## src/rtl/clock_rst_seq_if.sv

```systemverilog
// -----------------------------------------------------------------------------
// clock_rst_seq_if
// Signals between the reset sequencer and its surroundings.
//   i_locked     : PLL/MMCM lock, asynchronous to the sequencer clock
//   o_pll_rst    : active-high reset to the PLL primitive
//   o_rst        : per-channel active-high resets; bit 0 is released first
//   o_ready      : all channels released and lock held
//   o_relock_cnt : saturating count of lock losses seen after ready
// The master modport is the sequencer. The slave modport is the
// clock-wrapper/SoC side.
// -----------------------------------------------------------------------------
interface clock_rst_seq_if #(
  parameter int CHANNELS = 2
);
  logic                i_locked;
  logic                o_pll_rst;
  logic [CHANNELS-1:0] o_rst;
  logic                o_ready;
  logic [7:0]          o_relock_cnt;

  modport master (
    input  i_locked,
    output o_pll_rst,
    output o_rst,
    output o_ready,
    output o_relock_cnt
  );

  modport slave (
    output i_locked,
    input  o_pll_rst,
    input  o_rst,
    input  o_ready,
    input  o_relock_cnt
  );
endinterface

```

## src/rtl/clock_rst_seq.sv

```systemverilog
// -----------------------------------------------------------------------------
// clock_rst_seq
// Reset sequencer for the clock-generation path. The block does the following:
//   - pulses the PLL reset;
//   - re-pulses it when lock does not arrive within LOCK_TIMEOUT cycles;
//   - debounces the synchronised lock;
//   - releases CHANNELS domain resets STAGE_DELAY cycles apart;
//   - drops every channel back into reset as soon as lock is lost.
// Ports:
//   i_clk : free-running board clock, all logic on posedge
//   i_rst : synchronous active-high reset
//   bus   : clock_rst_seq_if.master (i_locked in; o_pll_rst, o_rst, o_ready,
//           o_relock_cnt out, all registered)
// -----------------------------------------------------------------------------
module clock_rst_seq #(
  parameter int CHANNELS       = 2,
  parameter int SYNC_STAGES    = 2,
  parameter int STABLE_CYCLES  = 16,
  parameter int STAGE_DELAY    = 8,
  parameter int LOCK_TIMEOUT   = 4096,
  parameter int PLL_RST_CYCLES = 4
) (
  input  logic            i_clk,
  input  logic            i_rst,
  clock_rst_seq_if.master bus
);

  // The counter is sized for the longest interval any state measures, so it
  // never wraps.
  localparam int MAX_AB   = (LOCK_TIMEOUT > STABLE_CYCLES) ? LOCK_TIMEOUT : STABLE_CYCLES;
  localparam int REL_SPAN = STAGE_DELAY * CHANNELS;
  localparam int MAX_ABC  = (MAX_AB > REL_SPAN) ? MAX_AB : REL_SPAN;
  localparam int MAX_ALL  = (MAX_ABC > PLL_RST_CYCLES) ? MAX_ABC : PLL_RST_CYCLES;
  localparam int CNT_W    = $clog2(MAX_ALL) + 1;

  localparam logic [CNT_W-1:0] PLL_LAST     = CNT_W'(PLL_RST_CYCLES - 1);
  localparam logic [CNT_W-1:0] TIMEOUT_LAST = CNT_W'(LOCK_TIMEOUT - 1);
  localparam logic [CNT_W-1:0] STABLE_LAST  = CNT_W'(STABLE_CYCLES - 1);
  localparam logic [CNT_W-1:0] RUN_AT       = CNT_W'((CHANNELS - 1) * STAGE_DELAY);

  typedef enum logic [2:0] {
    S_PLL_RST,
    S_WAIT_LOCK,
    S_STABLE,
    S_RELEASE,
    S_RUN
  } state_t;

  state_t              state_q,  state_d;
  logic [CNT_W-1:0]    cnt_q,    cnt_d;
  logic                pll_rst_q, pll_rst_d;
  logic [CHANNELS-1:0] rst_q,    rst_d;
  logic                ready_q,  ready_d;
  logic [7:0]          relock_q, relock_d;
  logic [SYNC_STAGES-1:0] sync_q;
  logic                locked_s;
  logic [CNT_W-1:0]    cnt_inc;

  assign locked_s = sync_q[SYNC_STAGES-1];
  assign cnt_inc  = cnt_q + CNT_W'(1);

  // Lock synchroniser. It is cleared by i_rst, so a stale lock can never
  // short-cut the sequence after a reset.
  // NOTE: every register in this block uses non-blocking assignments. This
  // lets each stage sample the value from the previous edge, not the value
  // that was just written.
  always_ff @(posedge i_clk) begin
    if (i_rst) sync_q <= '0;
    else       sync_q <= {sync_q[SYNC_STAGES-2:0], bus.i_locked};
  end

  // State and output registers. They are plain flops with no memory arrays,
  // so all of them take the synchronous reset.
  always_ff @(posedge i_clk) begin
    if (i_rst) begin
      state_q   <= S_PLL_RST;
      cnt_q     <= '0;
      pll_rst_q <= 1'b1;
      rst_q     <= '1;
      ready_q   <= 1'b0;
      relock_q  <= '0;
    end else begin
      state_q   <= state_d;
      cnt_q     <= cnt_d;
      pll_rst_q <= pll_rst_d;
      rst_q     <= rst_d;
      ready_q   <= ready_d;
      relock_q  <= relock_d;
    end
  end

  always_comb begin
    // NOTE: every signal gets its hold value first, so no path through the
    // case statement leaves a signal unassigned and infers a latch.
    state_d   = state_q;
    cnt_d     = cnt_q;
    pll_rst_d = pll_rst_q;
    rst_d     = rst_q;
    ready_d   = ready_q;
    relock_d  = relock_q;

    unique case (state_q)
      S_PLL_RST: begin
        pll_rst_d = 1'b1;
        rst_d     = '1;
        ready_d   = 1'b0;
        if (cnt_q == PLL_LAST) begin
          state_d   = S_WAIT_LOCK;
          cnt_d     = '0;
          pll_rst_d = 1'b0;
        end else begin
          cnt_d = cnt_inc;
        end
      end

      S_WAIT_LOCK: begin
        if (locked_s) begin
          state_d = S_STABLE;
          cnt_d   = '0;
        end else if (cnt_q == TIMEOUT_LAST) begin
          state_d   = S_PLL_RST;
          cnt_d     = '0;
          pll_rst_d = 1'b1;
        end else begin
          cnt_d = cnt_inc;
        end
      end

      S_STABLE: begin
        if (!locked_s) begin
          state_d = S_WAIT_LOCK;
          cnt_d   = '0;
        end else if (cnt_q == STABLE_LAST) begin
          state_d  = S_RELEASE;
          cnt_d    = '0;
          rst_d[0] = 1'b0;
        end else begin
          cnt_d = cnt_inc;
        end
      end

      S_RELEASE: begin
        if (!locked_s) begin
          state_d = S_WAIT_LOCK;
          cnt_d   = '0;
          rst_d   = '1;
          ready_d = 1'b0;
        end else begin
          cnt_d = cnt_inc;
          // Channel k is released k*STAGE_DELAY edges after channel 0.
          // It also waits until channel k-1 is out of reset, so channels are
          // never released out of order.
          for (int k = 1; k < CHANNELS; k++) begin
            if (cnt_inc == CNT_W'(k * STAGE_DELAY) && !rst_q[k-1]) rst_d[k] = 1'b0;
          end
          // With a single channel, RELEASE lasts exactly one cycle.
          if (CHANNELS == 1 || cnt_inc == RUN_AT) state_d = S_RUN;
        end
      end

      S_RUN: begin
        if (!locked_s) begin
          state_d = S_WAIT_LOCK;
          cnt_d   = '0;
          rst_d   = '1;
          ready_d = 1'b0;
          if (relock_q != 8'hFF) relock_d = relock_q + 8'd1;
        end else begin
          ready_d = 1'b1;
        end
      end

      default: begin
        state_d   = S_PLL_RST;
        cnt_d     = '0;
        pll_rst_d = 1'b1;
        rst_d     = '1;
        ready_d   = 1'b0;
      end
    endcase
  end

  assign bus.o_pll_rst    = pll_rst_q;
  assign bus.o_rst        = rst_q;
  assign bus.o_ready      = ready_q;
  assign bus.o_relock_cnt = relock_q;

endmodule

```

## src/flat_wrapper.sv

```systemverilog
// flat-port wrapper written by rule: the top's interface ports become plain ports
module clock_rst_seq_flat 
#(
  parameter int CHANNELS       = 2,
  parameter int SYNC_STAGES    = 2,
  parameter int STABLE_CYCLES  = 16,
  parameter int STAGE_DELAY    = 8,
  parameter int LOCK_TIMEOUT   = 4096,
  parameter int PLL_RST_CYCLES = 4
)
  (i_clk, i_rst, bus_i_locked, bus_o_pll_rst, bus_o_rst, bus_o_ready, bus_o_relock_cnt);
  clock_rst_seq_if #(.CHANNELS(CHANNELS)) bus_i ();
  input  logic i_clk;
  input  logic i_rst;
  input wire logic [$bits(bus_i.i_locked)-1:0] bus_i_locked;
  output wire logic [$bits(bus_i.o_pll_rst)-1:0] bus_o_pll_rst;
  output wire logic [$bits(bus_i.o_rst)-1:0] bus_o_rst;
  output wire logic [$bits(bus_i.o_ready)-1:0] bus_o_ready;
  output wire logic [$bits(bus_i.o_relock_cnt)-1:0] bus_o_relock_cnt;
  assign bus_i.i_locked = bus_i_locked;
  assign bus_o_pll_rst = bus_i.o_pll_rst;
  assign bus_o_rst = bus_i.o_rst;
  assign bus_o_ready = bus_i.o_ready;
  assign bus_o_relock_cnt = bus_i.o_relock_cnt;
  clock_rst_seq #(.CHANNELS(CHANNELS), .SYNC_STAGES(SYNC_STAGES), .STABLE_CYCLES(STABLE_CYCLES), .STAGE_DELAY(STAGE_DELAY), .LOCK_TIMEOUT(LOCK_TIMEOUT), .PLL_RST_CYCLES(PLL_RST_CYCLES)) u_core (.i_clk(i_clk), .i_rst(i_rst), .bus(bus_i));
endmodule
```

## config.mk

```make
export PLATFORM = sky130hd
export DESIGN_NAME = clock_rst_seq_flat
export DESIGN_NICKNAME = d
export VERILOG_FILES = /design/src/rtl/clock_rst_seq_if.sv /design/src/rtl/clock_rst_seq.sv /design/src/flat_wrapper.sv
export SDC_FILE = /design/constraint.sdc
export NUM_CORES = 1
export LEC_CHECK = 0
export ABC_AREA = 1
export BUFFER_PORTS_ARGS = -buffer_cell sky130_fd_sc_hd__buf_2
export CORE_MARGIN = 2
export CORE_UTILIZATION = 55
export CTS_CLUSTER_SIZE = 40
export DETAILED_ROUTE_END_ITERATION = 12
export GPL_ROUTABILITY_DRIVEN = 0
export GPL_TIMING_DRIVEN = 0
export PLACE_DENSITY_LB_ADDON = 0.05
export SYNTH_ARGS = -nofsm -noshare
export SYNTH_HDL_FRONTEND = slang
export SYNTH_SLANG_ARGS = --single-unit
```

## constraint.sdc

```tcl
create_clock -name i_clk -period 5.2 [get_ports i_clk]
set_clock_uncertainty 0.05 [all_clocks]
set_input_delay 0.78 -clock i_clk [delete_from_list [all_inputs] [get_ports i_clk]]
set_output_delay 0.78 -clock i_clk [all_outputs]
set_load 0.02 [all_outputs]
```

==> results of run 1 <==
==> critical path, delay by kind of cell (launching register included) <==
| kind | cells | cell delay (ps) |
|---|---|---|
| buffers and inverters | 1 | 70 |
| AOI/OAI and AO/OA | 1 | 150 |
| adders and majority gates | 1 | 280 |
| and+or+nand+nor | 9 | 870 |
| DFF | 1 | 400 |
==> per-layer routing <==
| layer | GRT usage [%] | vias up | wire, um |
|---|---|---|---|
| li1 | - | 943 | - |
| met1 | 34.91 | 840 | 2017 |
| met2 | 37.17 | 36 | 1751 |
| met3 | 6.610 | 8 | 194 |
| met4 | 12.42 | 0 | 74 |
| met5 | 0 | - | 0 |
==> power breakdown <==
group	internal (mW)	switching [mW]	total (mW)	leakage, nW
clock	0.0649	0.0878	0.153	0.0343
sequential	0.261	0.0266	0.287	0.244
combinational	0.101	0.204	0.305	0.570
total	0.427	0.318	0.745	0.848
==> final cells by class <==
| class | count | area, sq um | share of cell area (%) |
|---|---|---|---|
| multi-input cells | 210 | 1023 | 52.04 |
| flip-flops and latches | 30 | 600.6 | 30.53 |
| inverters | 37 | 141.4 | 7.188 |
| repair buffers | 13 | 65.06 | 3.308 |
| well taps | 44 | 55.05 | 2.799 |
| clock buffers | 6 | 51.30 | 2.608 |
| plain buffers | 4 | 17.52 | 0.8906 |
| clock inverters | 2 | 12.51 | 0.6361 |
==> sequential cells by signal (all words and copies together), names as in the netlist <==
signal                   flops
u_core.bus.o_pll_rst         1
u_core.bus.o_ready           1
u_core.bus.o_relock_cnt      8
u_core.bus.o_rst             2
u_core.cnt_q                13
u_core.state_q               3
u_core.sync_q                2
==> kinds of logic (layout without fill, tap and decap cells) <==
kind of cell	after synthesis	count (layout)	share of synthesized area (%)
simple gates	166	166	42.46
buf+inv	41	62	8.912
compound gates	40	40	12.56
fa+ha+maj	2	2	1.403
xor+xnor	2	2	0.9826
flops	30	30	33.68
==> cell usage in the layout, fill, tap and decap left out, types with 2 or more instances in the layout <==
master and count:
sky130_fd_sc_hd__nand2_1 76, sky130_fd_sc_hd__nor2_1 40, sky130_fd_sc_hd__inv_1 34, sky130_fd_sc_hd__dfxtp_1 30
sky130_fd_sc_hd__nand3_1 26, sky130_fd_sc_hd__a21oi_1 22, sky130_fd_sc_hd__buf_2 15, sky130_fd_sc_hd__o21ai_0 9
sky130_fd_sc_hd__nor2_2 5, sky130_fd_sc_hd__nand2_2 5, sky130_fd_sc_hd__clkbuf_4 5, sky130_fd_sc_hd__nand4_1 4
sky130_fd_sc_hd__nor2_4 3, sky130_fd_sc_hd__o22ai_1 3, sky130_fd_sc_hd__o21a_1 3, sky130_fd_sc_hd__xor2_1 2
sky130_fd_sc_hd__ha_1 2
==> how the worst min path moves through the flow <==
stage	from	endpoint	slack, ps	depth (start not counted)
after floorplan	u_core.sync_q[0]	u_core.sync_q[1]	340	2
after global placement	u_core.sync_q[0]	u_core.sync_q[1]	340	2
after detailed placement	u_core.sync_q[0]	u_core.sync_q[1]	350	2
after CTS	u_core.sync_q[0]	u_core.sync_q[1]	360	2
after global routing	u_core.sync_q[0]	u_core.sync_q[1]	360	2
final	u_core.sync_q[0]	u_core.sync_q[1]	350	2
==> metrics by stage <==
step,hold slack (ps),util (%),instance area (sq um),cells,setup WS (ps)
global placement,344.8,61.83,1903,338,3085
detailed placement,346.1,61.83,1903,338,3083
global route,364.1,63.90,1967,346,3079
floorplan,338.3,-,1783,281,3525
finish,353.9,63.90,1967,346,3261
CTS,359.1,63.90,1967,346,3240
==> Flow_metrics.wiki, run 1 <==
{| class="wikitable"
! Metric !! Value
|-
| Run status || complete, no violations
|-
| Power density over the cells || 378.6 nW/um^2
|-
| I/O pin total || 15
|-
| Maximum Capacitance Violations || 0
|-
| Peak supply drop || 0.0002406 V
|-
| Post-CTS Repair Setup Buffers || 0
|-
| Via-to-Cell Ratio || 5.280
|-
| Synthesis warning total || 0
|-
| Number of antenna violations at the first check in global routing || 0
|-
| Slack of the worst reg-to-reg path || between 3000 and 4000 ps
|-
| Capturing instance or port of the critical path || u_core.cnt_q[7]
|-
| Worst setup path startpoint || u_core.cnt_q[0]
|-
| Routed len/inst || 11.67 um
|-
| Async S/R FF share, synth || 0%
|-
| Row count || 20
|-
| Highest-delay cell along the critical path || sky130_fd_sc_hd__dfxtp_1
|-
| Cell area after technology mapping || ~1800 sq um
|-
| Final layout net count || 306
|-
| Most repeated cell in the gate-level netlist after synthesis || sky130_fd_sc_hd__nand2_1
|-
| Class of the tightest hold or removal check || reg2reg
|-
| Post-synthesis sequential area ratio || 33.68%
|-
| Global-route congestion overflow total || 0
|-
| Initial Util || 57.93%
|-
| Global-route usage over all layers || 25.46%
|-
| TritonCTS clock tree || done
|-
| Total number of clock tree sinks || 30
|-
| Number of hold buffers added after cts || 0
|-
| Setup-failing EPs final || 0
|-
| IO Port Bufs || 13
|-
| Capturing point of the worst reg2reg path || u_core.cnt_q[7]
|-
| Worst skew pair latency || 340 ps
|-
| Max Buffers Root-to-Sink || 2
|-
| Critical Path Max Stage Delay || about 400 ps
|-
| Slew at the pin closest to its max-slew limit || 601.4 ps
|-
| Kind of start point of the critical path || flip-flop
|-
| Launch point of the worst reg-to-reg path || u_core.cnt_q[0]
|-
| Slew HR || 59.90%
|-
| Vias in the first global route || 1583
|-
| Count of different cell masters after synthesis || 31
|-
| Maximum clock frequency || just over 500 MHz
|-
| Arr. time, crit path || between 2000 and 2500 ps
|-
| Number of remaining DRC errors || 0
|-
| Most instantiated cells after synthesis || sky130_fd_sc_hd__nand2_1, sky130_fd_sc_hd__nor2_1, sky130_fd_sc_hd__inv_1
|-
| Count of cells along the worst register-to-register path || 12
|-
| Vias || 1827
|-
| Clock root buffer master || sky130_fd_sc_hd__clkbuf_4
|-
| Antenna diode instance count || 0
|-
| Endpoint kind of the worst setup timing path || flip-flop
|-
| Count of antenna-violating nets left after detailed routing || 0
|-
| Iteration count of the initial detailed-routing pass || 4
|-
| Library cell occupying the most area in the post-synthesis netlist || sky130_fd_sc_hd__dfxtp_1
|-
| Clock buffer count from CTS || 5
|-
| Clock-pin slew on the worst setup and hold paths || about 100 ps
|-
| Critical Setup Path Class || reg2reg
|-
| Share of the synthesized area in the top cell type || 33.68%
|-
| Count of flip-flops with a built-in enable after synthesis || 0
|-
| Fill cell instance count of the final layout || around 300
|-
| Die area || 3713 sq um
|-
| Final wirelength || roughly 4000 um
|-
| RSZ-0062 raised after global routing || false
|-
| Wire length of the first global-routing pass || 6900 um
|-
| CP Max Fanout || 10
|-
| Post-Synthesis Net Count || 286
|-
| H-tree lvl count || 2
|-
| Post-detailed-placement half-perimeter wirelength || 2958 um
|-
| Fraction of final layout cells sized beyond drive strength 1 || about 14%
|-
| Sum of internal, switching and leakage power || 0.7447 mW
|-
| Accumulated negative setup slack || 0 ps
|-
| Critical path cell sequence || ha_1, nand2_2, nor2_4, nand2_2, nor2_1, nor2_1, nand2_2, nand2_4, inv_4, nand3_4, a22oi_2, nor2_1
|-
| Core Box Area || 3078 sq um
|-
| Number of pins with negative max-slew slack in the final report || 0
|-
| CP Data Required Time || 5370 ps
|-
| Seq cells post-synth || 30
|-
| Syn Area/Cell || between 6 and 7 sq um
|-
| Largest net degree at the start of global routing || 11
|-
| Quantity of gates resized following cts || 0
|-
| DIE HEIGHT || around 61 um
|-
| Prevailing post-synth register cell || sky130_fd_sc_hd__dfxtp_1
|-
| Final critical-path share of the clock period || 37.30%
|-
| Shortest period the worst path allows || 1939 ps
|-
| P&R area growth vs syn || 10.32%
|-
| Width of the die || 60.94 um
|-
| Number of standard cells after synthesis || 281
|-
| Number of DRC markers in iteration 0 || 107
|-
| Static leakage || 0.8475 nW
|-
| Largest cells by area after synthesis || sky130_fd_sc_hd__dfxtp_1, sky130_fd_sc_hd__nand2_1, sky130_fd_sc_hd__nor2_1
|-
| Number of hold-slack violations in the final timing report || 0
|}
No activity file was read; power rests on OpenSTA's default activity.
==> inputs of run 2 (changes only) <==
Settings changed: ABC_AREA 1 to 0.
Clock period 5.2 ns to 1.9 ns, I/O delays scaled along.
==> Flow_metrics.wiki, run 2 <==
{| class="wikitable"
! Metric !! Value
|-
| Max Buffers Root-to-Sink || 2
|-
| Fraction of the core area covered by cells at the end of the flow || 71.76%
|-
| Async S/R FF share, synth || 0%
|-
| Final wirelength || 5392 um
|-
| Sum of internal, switching and leakage power || between 2 and 2.5 mW
|-
| Wire length of the first global-routing pass || around 8500 um
|-
| Number of standard cells after synthesis || 248
|-
| Slew HR || between 60% and 70%
|-
| DIE HEIGHT || approximately 65 um
|-
| Endpoint kind of the worst setup timing path || flip-flop
|-
| Synthesis warning total || 0
|-
| Number of remaining DRC errors || 0
|-
| Clock buffer count from CTS || 5
|-
| Width of the die || 64.50 um
|-
| Seq cells post-synth || 30
|-
| Number of hold-slack violations in the final timing report || 0
|-
| Number of antenna violations at the first check in global routing || 0
|-
| Number of pins with negative max-slew slack in the final report || 0
|-
| Largest cells by area after synthesis || sky130_fd_sc_hd__dfxtp_1, sky130_fd_sc_hd__nand2_1, sky130_fd_sc_hd__nor2_1
|-
| Kind of start point of the critical path || flip-flop
|-
| Final layout net count || 281
|-
| Global-route usage over all layers || 26.14%
|-
| Slew at the pin closest to its max-slew limit || 590.5 ps
|-
| Count of flip-flops with a built-in enable after synthesis || 0
|-
| Shortest period the worst path allows || around 1900 ps
|-
| P&R area growth vs syn || 21.75%
|-
| Maximum clock frequency || 522.2 MHz
|-
| Clock root buffer master || sky130_fd_sc_hd__clkbuf_4
|-
| Initial Util || 58.94%
|-
| Syn Area/Cell || between 8 and 9 sq um
|-
| Prevailing post-synth register cell || sky130_fd_sc_hd__dfxtp_1
|-
| IO Port Bufs || 13
|-
| Violations in the final reports || setup timing
|-
| Die area || 4160 sq um
|-
| Largest net degree at the start of global routing || 11
|-
| Antenna diode instance count || 0
|-
| Vias in the first global route || roughly 1800
|-
| Largest register by flop count || u_core.cnt_q
|-
| Total number of clock tree sinks || 30
|-
| Vias || between 2000 and 2500
|-
| Number of DRC markers in iteration 0 || 268
|-
| Library cell occupying the most area in the post-synthesis netlist || sky130_fd_sc_hd__dfxtp_1
|-
| Final critical-path share of the clock period || 100.8%
|-
| Critical Setup Path Class || reg2reg
|-
| Count of different cell masters after synthesis || 61
|-
| Core Box Area || 3416 sq um
|-
| CP Data Required Time || 2090 ps
|-
| Via-to-Cell Ratio || 6.347
|-
| Peak supply drop || 0.0006881 V
|-
| TritonCTS clock tree || done
|-
| Setup-failing EPs final || 2
|-
| Post-detailed-placement half-perimeter wirelength || 3520 um
|-
| Clock-pin slew on the worst setup and hold paths || 110 ps
|-
| Worst skew pair latency || 340 ps
|-
| Routed len/inst || between 15 and 20 um
|-
| I/O pin total || 15
|-
| Most repeated cell in the gate-level netlist after synthesis || sky130_fd_sc_hd__dfxtp_1
|-
| Count of antenna-violating nets left after detailed routing || 0
|-
| Iteration count of the initial detailed-routing pass || 6
|-
| Global-route congestion overflow total || 0
|-
| Power density over the cells || 971.5 nW/um^2
|-
| Most instantiated cells after synthesis || sky130_fd_sc_hd__dfxtp_1, sky130_fd_sc_hd__nand2_1, sky130_fd_sc_hd__nor2_1
|-
| Class of the tightest hold or removal check || in2reg
|-
| Run status || finished with violations
|-
| Arr. time, crit path || approximately 2100 ps
|-
| Top library cells by usage in the layout, fill and taps aside || sky130_fd_sc_hd__nand2_1, sky130_fd_sc_hd__dfxtp_1, sky130_fd_sc_hd__nor2_1
|-
| Row count || 21
|-
| Fraction of final layout cells sized beyond drive strength 1 || just under 30%
|-
| H-tree lvl count || 2
|-
| Number of hold buffers added after cts || 0
|-
| Cell area after technology mapping || slightly above 2000 sq um
|-
| RSZ-0062 raised after global routing || true
|-
| Post-synthesis sequential area ratio || 29.83%
|-
| Post-Synthesis Net Count || 253
|-
| Max reg flops || 13
|-
| CP Max Fanout || 7
|-
| Smallest setup slack after layout || -14.95 ps
|-
| Static leakage || 0.8902 nW
|-
| Share of the synthesized area in the top cell type || 29.83%
|-
| Maximum Capacitance Violations || 0
|-
| Most frequent standard cell in the layout excluding fill and tap cells || sky130_fd_sc_hd__nand2_1
|}
-- run 2: cell types whose count changed after synthesis, sizes merged, moves of 5 or more --
cell / before / now
nand3: 28 / 9
nor2: 48 / 23
o211ai: 0 / 7
nor3: 1 / 6
buf: 3 / 15
nor2b: 0 / 5
a21oi: 22 / 11
nand2: 82 / 26
o21ai: 9 / 20
xnor2: 0 / 6
inv: 36 / 8
and4: 0 / 8
nor4: 2 / 8
-- run 2: layer usage --
metal / up-vias / global-route usage (%) / wire (um)
met1: 948 / 34.38 / 2403
met5: - / 0 / 0
met2: 117 / 40.89 / 2416
li1: 971 / - / -
met4: 0 / 10.90 / 106
met3: 14 / 6.424 / 465
-- run 2: final timing paths --
kind	from	endpoint	slack, ps	depth (start not counted)
worst max-delay path	u_core.cnt_q[0]	u_core.state_q[0]	-10	6
worst min-delay path	bus_i_locked	u_core.sync_q[0]	100	2
worst max register to register	u_core.cnt_q[0]	u_core.state_q[0]	-10	6
worst min register to register	u_core.sync_q[0]	u_core.sync_q[1]	410	1
-- run 2: cells by family (layout without fill, tap and decap cells) --
family / after synthesis / in the layout / synth area share [%]
fa+ha+maj: 2 / 2 / 1.243
flops: 30 / 30 / 29.83
mux: 1 / 1 / 0.4972
compound gates: 67 / 67 / 23.74
buf+inv: 29 / 58 / 8.639
simple gates: 109 / 109 / 31.70
xor+xnor: 10 / 10 / 4.350
-- run 2: where the power goes --
part	internal [mW]	leakage (nW)	switching (mW)
clock network	0.446	0.0585	0.248
logic	0.413	0.586	0.551
registers	0.684	0.246	0.0399
total	1.54	0.890	0.839
-- run 2: layout make-up --
type / count / area [sq um]
buffer: 18 / 135.1
clock buffer: 6 / 51.30
clock inverter: 2 / 60.06
fill: 272 / 964.7
inverter: 9 / 37.54
multi-input combinational: 189 / 1339
sequential: 30 / 611.8
tap: 46 / 57.56
timing repair buffer: 23 / 158.9
-- run 2: stage by stage --
step,hold WS [ps],instances,cell area (sq um),setup TNS [ps],worst slack [ps]
2_1_floorplan,363.2,248,2013,0,50.06
4_1_cts,97.93,316,2300,0,1.116
3_5_place_dp,382.7,307,2136,-1200,-193.5
3_3_place_gp,369.5,307,2136,-1141,-201.8
6_report,97.04,323,2451,-28.92,-14.95
5_1_grt,119.0,323,2451,-319.9,-88.88
-- run 2: repair_timing --
item,in CTS,in global routing
endpoints found under the setup margin,16,18
endpoints found under the hold margin,0,0
buffers inserted,1,7
gates resized for setup,10,22
pin swaps,3,16
gates cloned,0,2
-- run 2: worst max-delay path: stages (launching register included) --
cell	delay [ps]
sky130_fd_sc_hd__dfxtp_4	390
sky130_fd_sc_hd__ha_4	170
sky130_fd_sc_hd__nand3_2	180
sky130_fd_sc_hd__nor4_2	250
sky130_fd_sc_hd__o2111ai_2	170
sky130_fd_sc_hd__a221o_1	360
sky130_fd_sc_hd__o221a_1	240
==> inputs of run 3 (changes only) <==
Settings changed: CORE_UTILIZATION 55 to 35, TNS_END_PERCENT from default to 30.
==> Flow_metrics.wiki, run 3 (synthesized netlist as in run 2, its figures left out) <==
{| class="wikitable"
! Metric !! Value
|-
| Count of antenna-violating nets left after detailed routing || 0
|-
| Die area || between 6000 and 7000 sq um
|-
| Via-to-Cell Ratio || 5.497
|-
| Total number of clock tree sinks || 30
|-
| Fill cell instance count of the final layout || roughly 600
|-
| Endpoint kind of the worst setup timing path || flip-flop
|-
| H-tree lvl count || 2
|-
| Max reg flops || 13
|-
| Number of hold-slack violations in the final timing report || 0
|-
| I/O pin total || 15
|-
| Area of combinational cells with multiple inputs || 1348 sq um
|-
| Vias in the first global route || 1793
|-
| Kind of start point of the critical path || flip-flop
|-
| Shortest period the worst path allows || 1880 ps
|-
| Net switching component of the power || between 0.8 and 0.9 mW
|-
| Fraction of final layout cells sized beyond drive strength 1 || slightly below 30%
|-
| Setup-failing EPs final || 0
|-
| Number of pins with negative max-slew slack in the final report || 0
|-
| Max Buffers Root-to-Sink || 2
|-
| Accumulated negative setup slack || 0 ps
|-
| IO Port Bufs || 13
|-
| Number of DRC markers in iteration 0 || approximately 160
|-
| Switching Share || ~34%
|-
| Peak supply drop || 0.0004303 V
|-
| Number of cells in the finished layout apart from fillers || 352
|-
| Top library cells by usage in the layout, fill and taps aside || sky130_fd_sc_hd__nand2_1, sky130_fd_sc_hd__dfxtp_1, sky130_fd_sc_hd__nor2_1
|-
| P&R area growth vs syn || 25.05%
|-
| Clk network pwr share || between 30 and 40%
|-
| Row count || 27
|-
| Routed len/inst || 16.45 um
|-
| Footprint of the flip-flops and latches || 608.1 sq um
|-
| Antenna diode instance count || 0
|-
| Slew HR || 60.47%
|-
| Worst Setup Slack post-DPL || -219.1 ps
|-
| Sum of internal, switching and leakage power || between 2 and 3 mW
|-
| Cell Int Power || 1.650 mW
|-
| RSZ-0062 raised after global routing || true
|-
| Power density over the cells || 1000 nW/um^2
|-
| Width of the die || 79.84 um
|-
| Final wirelength || 5792 um
|-
| Number of antenna violations at the first check in global routing || 0
|-
| TritonCTS clock tree || done
|-
| Worst skew pair latency || 290 ps
|-
| Clock-pin slew on the worst setup and hold paths || 80 ps
|-
| Fraction of the core area covered by cells at the end of the flow || 45.44%
|-
| Run status || complete, no violations
|-
| Sequential power share || 28.8%
|-
| Slack of the worst reg-to-reg path || ~20 ps
|-
| Instance area after placement || about 2200 sq um
|-
| Smallest setup slack after layout || around 20 ps
|-
| Slew at the pin closest to its max-slew limit || between 500 and 600 ps
|-
| Global-route congestion overflow total || 0
|-
| Largest register by flop count || u_core.cnt_q
|-
| Arr. time, crit path || 2020 ps
|-
| Class of the tightest hold or removal check || in2reg
|-
| DIE HEIGHT || roughly 80 um
|-
| Final layout net count || 284
|-
| Core Box Area || ~5500 sq um
|-
| Post-detailed-placement half-perimeter wirelength || 3929 um
|-
| CP Max Fanout || 6
|-
| Instance count after placement with tap cells included || around 330
|-
| Global-route usage over all layers || between 10% and 20%
|-
| Number of remaining DRC errors || 0
|-
| Number of hold buffers added after cts || 0
|-
| Initial Util || 36.34%
|-
| Largest net degree at the start of global routing || 11
|-
| Final critical-path share of the clock period || between 90% and 100%
|-
| CP Data Required Time || 2040 ps
|-
| Iteration count of the initial detailed-routing pass || 4
|-
| Clock buffer count from CTS || 5
|-
| Maximum Capacitance Violations || 0
|-
| Static leakage || 0.9133 nW
|-
| Final worst hold slack || 144.4 ps
|-
| Critical Setup Path Class || reg2reg
|-
| Vias || around 1900
|-
| Wire length of the first global-routing pass || approximately 9400 um
|-
| Clock root buffer master || sky130_fd_sc_hd__clkbuf_8
|-
| Final Instance Area || roughly 2500 sq um
|-
| Share of total power in combinational logic || a little under two fifths
|-
| Maximum clock frequency || ~530 MHz
|}
-- run 3: changes by cell type in the layout (fill, tap and decap cells not counted), sizes merged --
cell and change:
clkbuf -2, buf +5
-- run 3: power groups by stage --
stage               sequential, mW  combinational [mW]  clock [mW]
finish                       0.724               0.950       0.844
global route                 0.733                1.02       0.882
CTS                          0.720               0.835       0.858
detailed placement           0.720               0.786           0
global placement             0.719               0.790           0
floorplan                    0.718               0.603           0
-- run 3: final timing paths --
check / startpoint / end / cells after the start
setup / recovery: u_core.cnt_q[0] / u_core.state_q[0] / 6
hold / removal: bus_i_locked / u_core.sync_q[0] / 2
setup reg to reg: u_core.cnt_q[0] / u_core.state_q[0] / 6
hold reg to reg: u_core.sync_q[0] / u_core.sync_q[1] / 1
-- run 3: what timing repair did --
item | CTS | global route
endpoints found under the setup margin | 15 | 17
pin swaps | 5 | 12
cloned | 0 | 1
setup buffers | 2 | 9
gates resized for setup | 13 | 14
-- run 3: critical path: stages, from the launching register on --
cell and delay (ps):
sky130_fd_sc_hd__dfxtp_4 370, sky130_fd_sc_hd__ha_4 180, sky130_fd_sc_hd__and3_4 170, sky130_fd_sc_hd__a211oi_2 240, sky130_fd_sc_hd__o2111ai_2 160, sky130_fd_sc_hd__a221o_1 370
sky130_fd_sc_hd__o221a_1 240
-- run 3: routing by layer --
layer	global-route usage (%)	wire, um	up-vias
met5	0	0	-
met4	6.610	75	0
met3	4.864	283	5
met2	29.75	2612	50
met1	26.20	2821	904
li1	-	-	976
-- run 3: layout make-up --
type	instances	area share (%)
clock inverter	2	2.386
tap	72	3.579
inverter	9	1.491
buffer	19	5.517
clock buffer	6	3.280
sequential	30	24.16
multi-input combinational	189	53.53
timing repair buffer	25	6.064
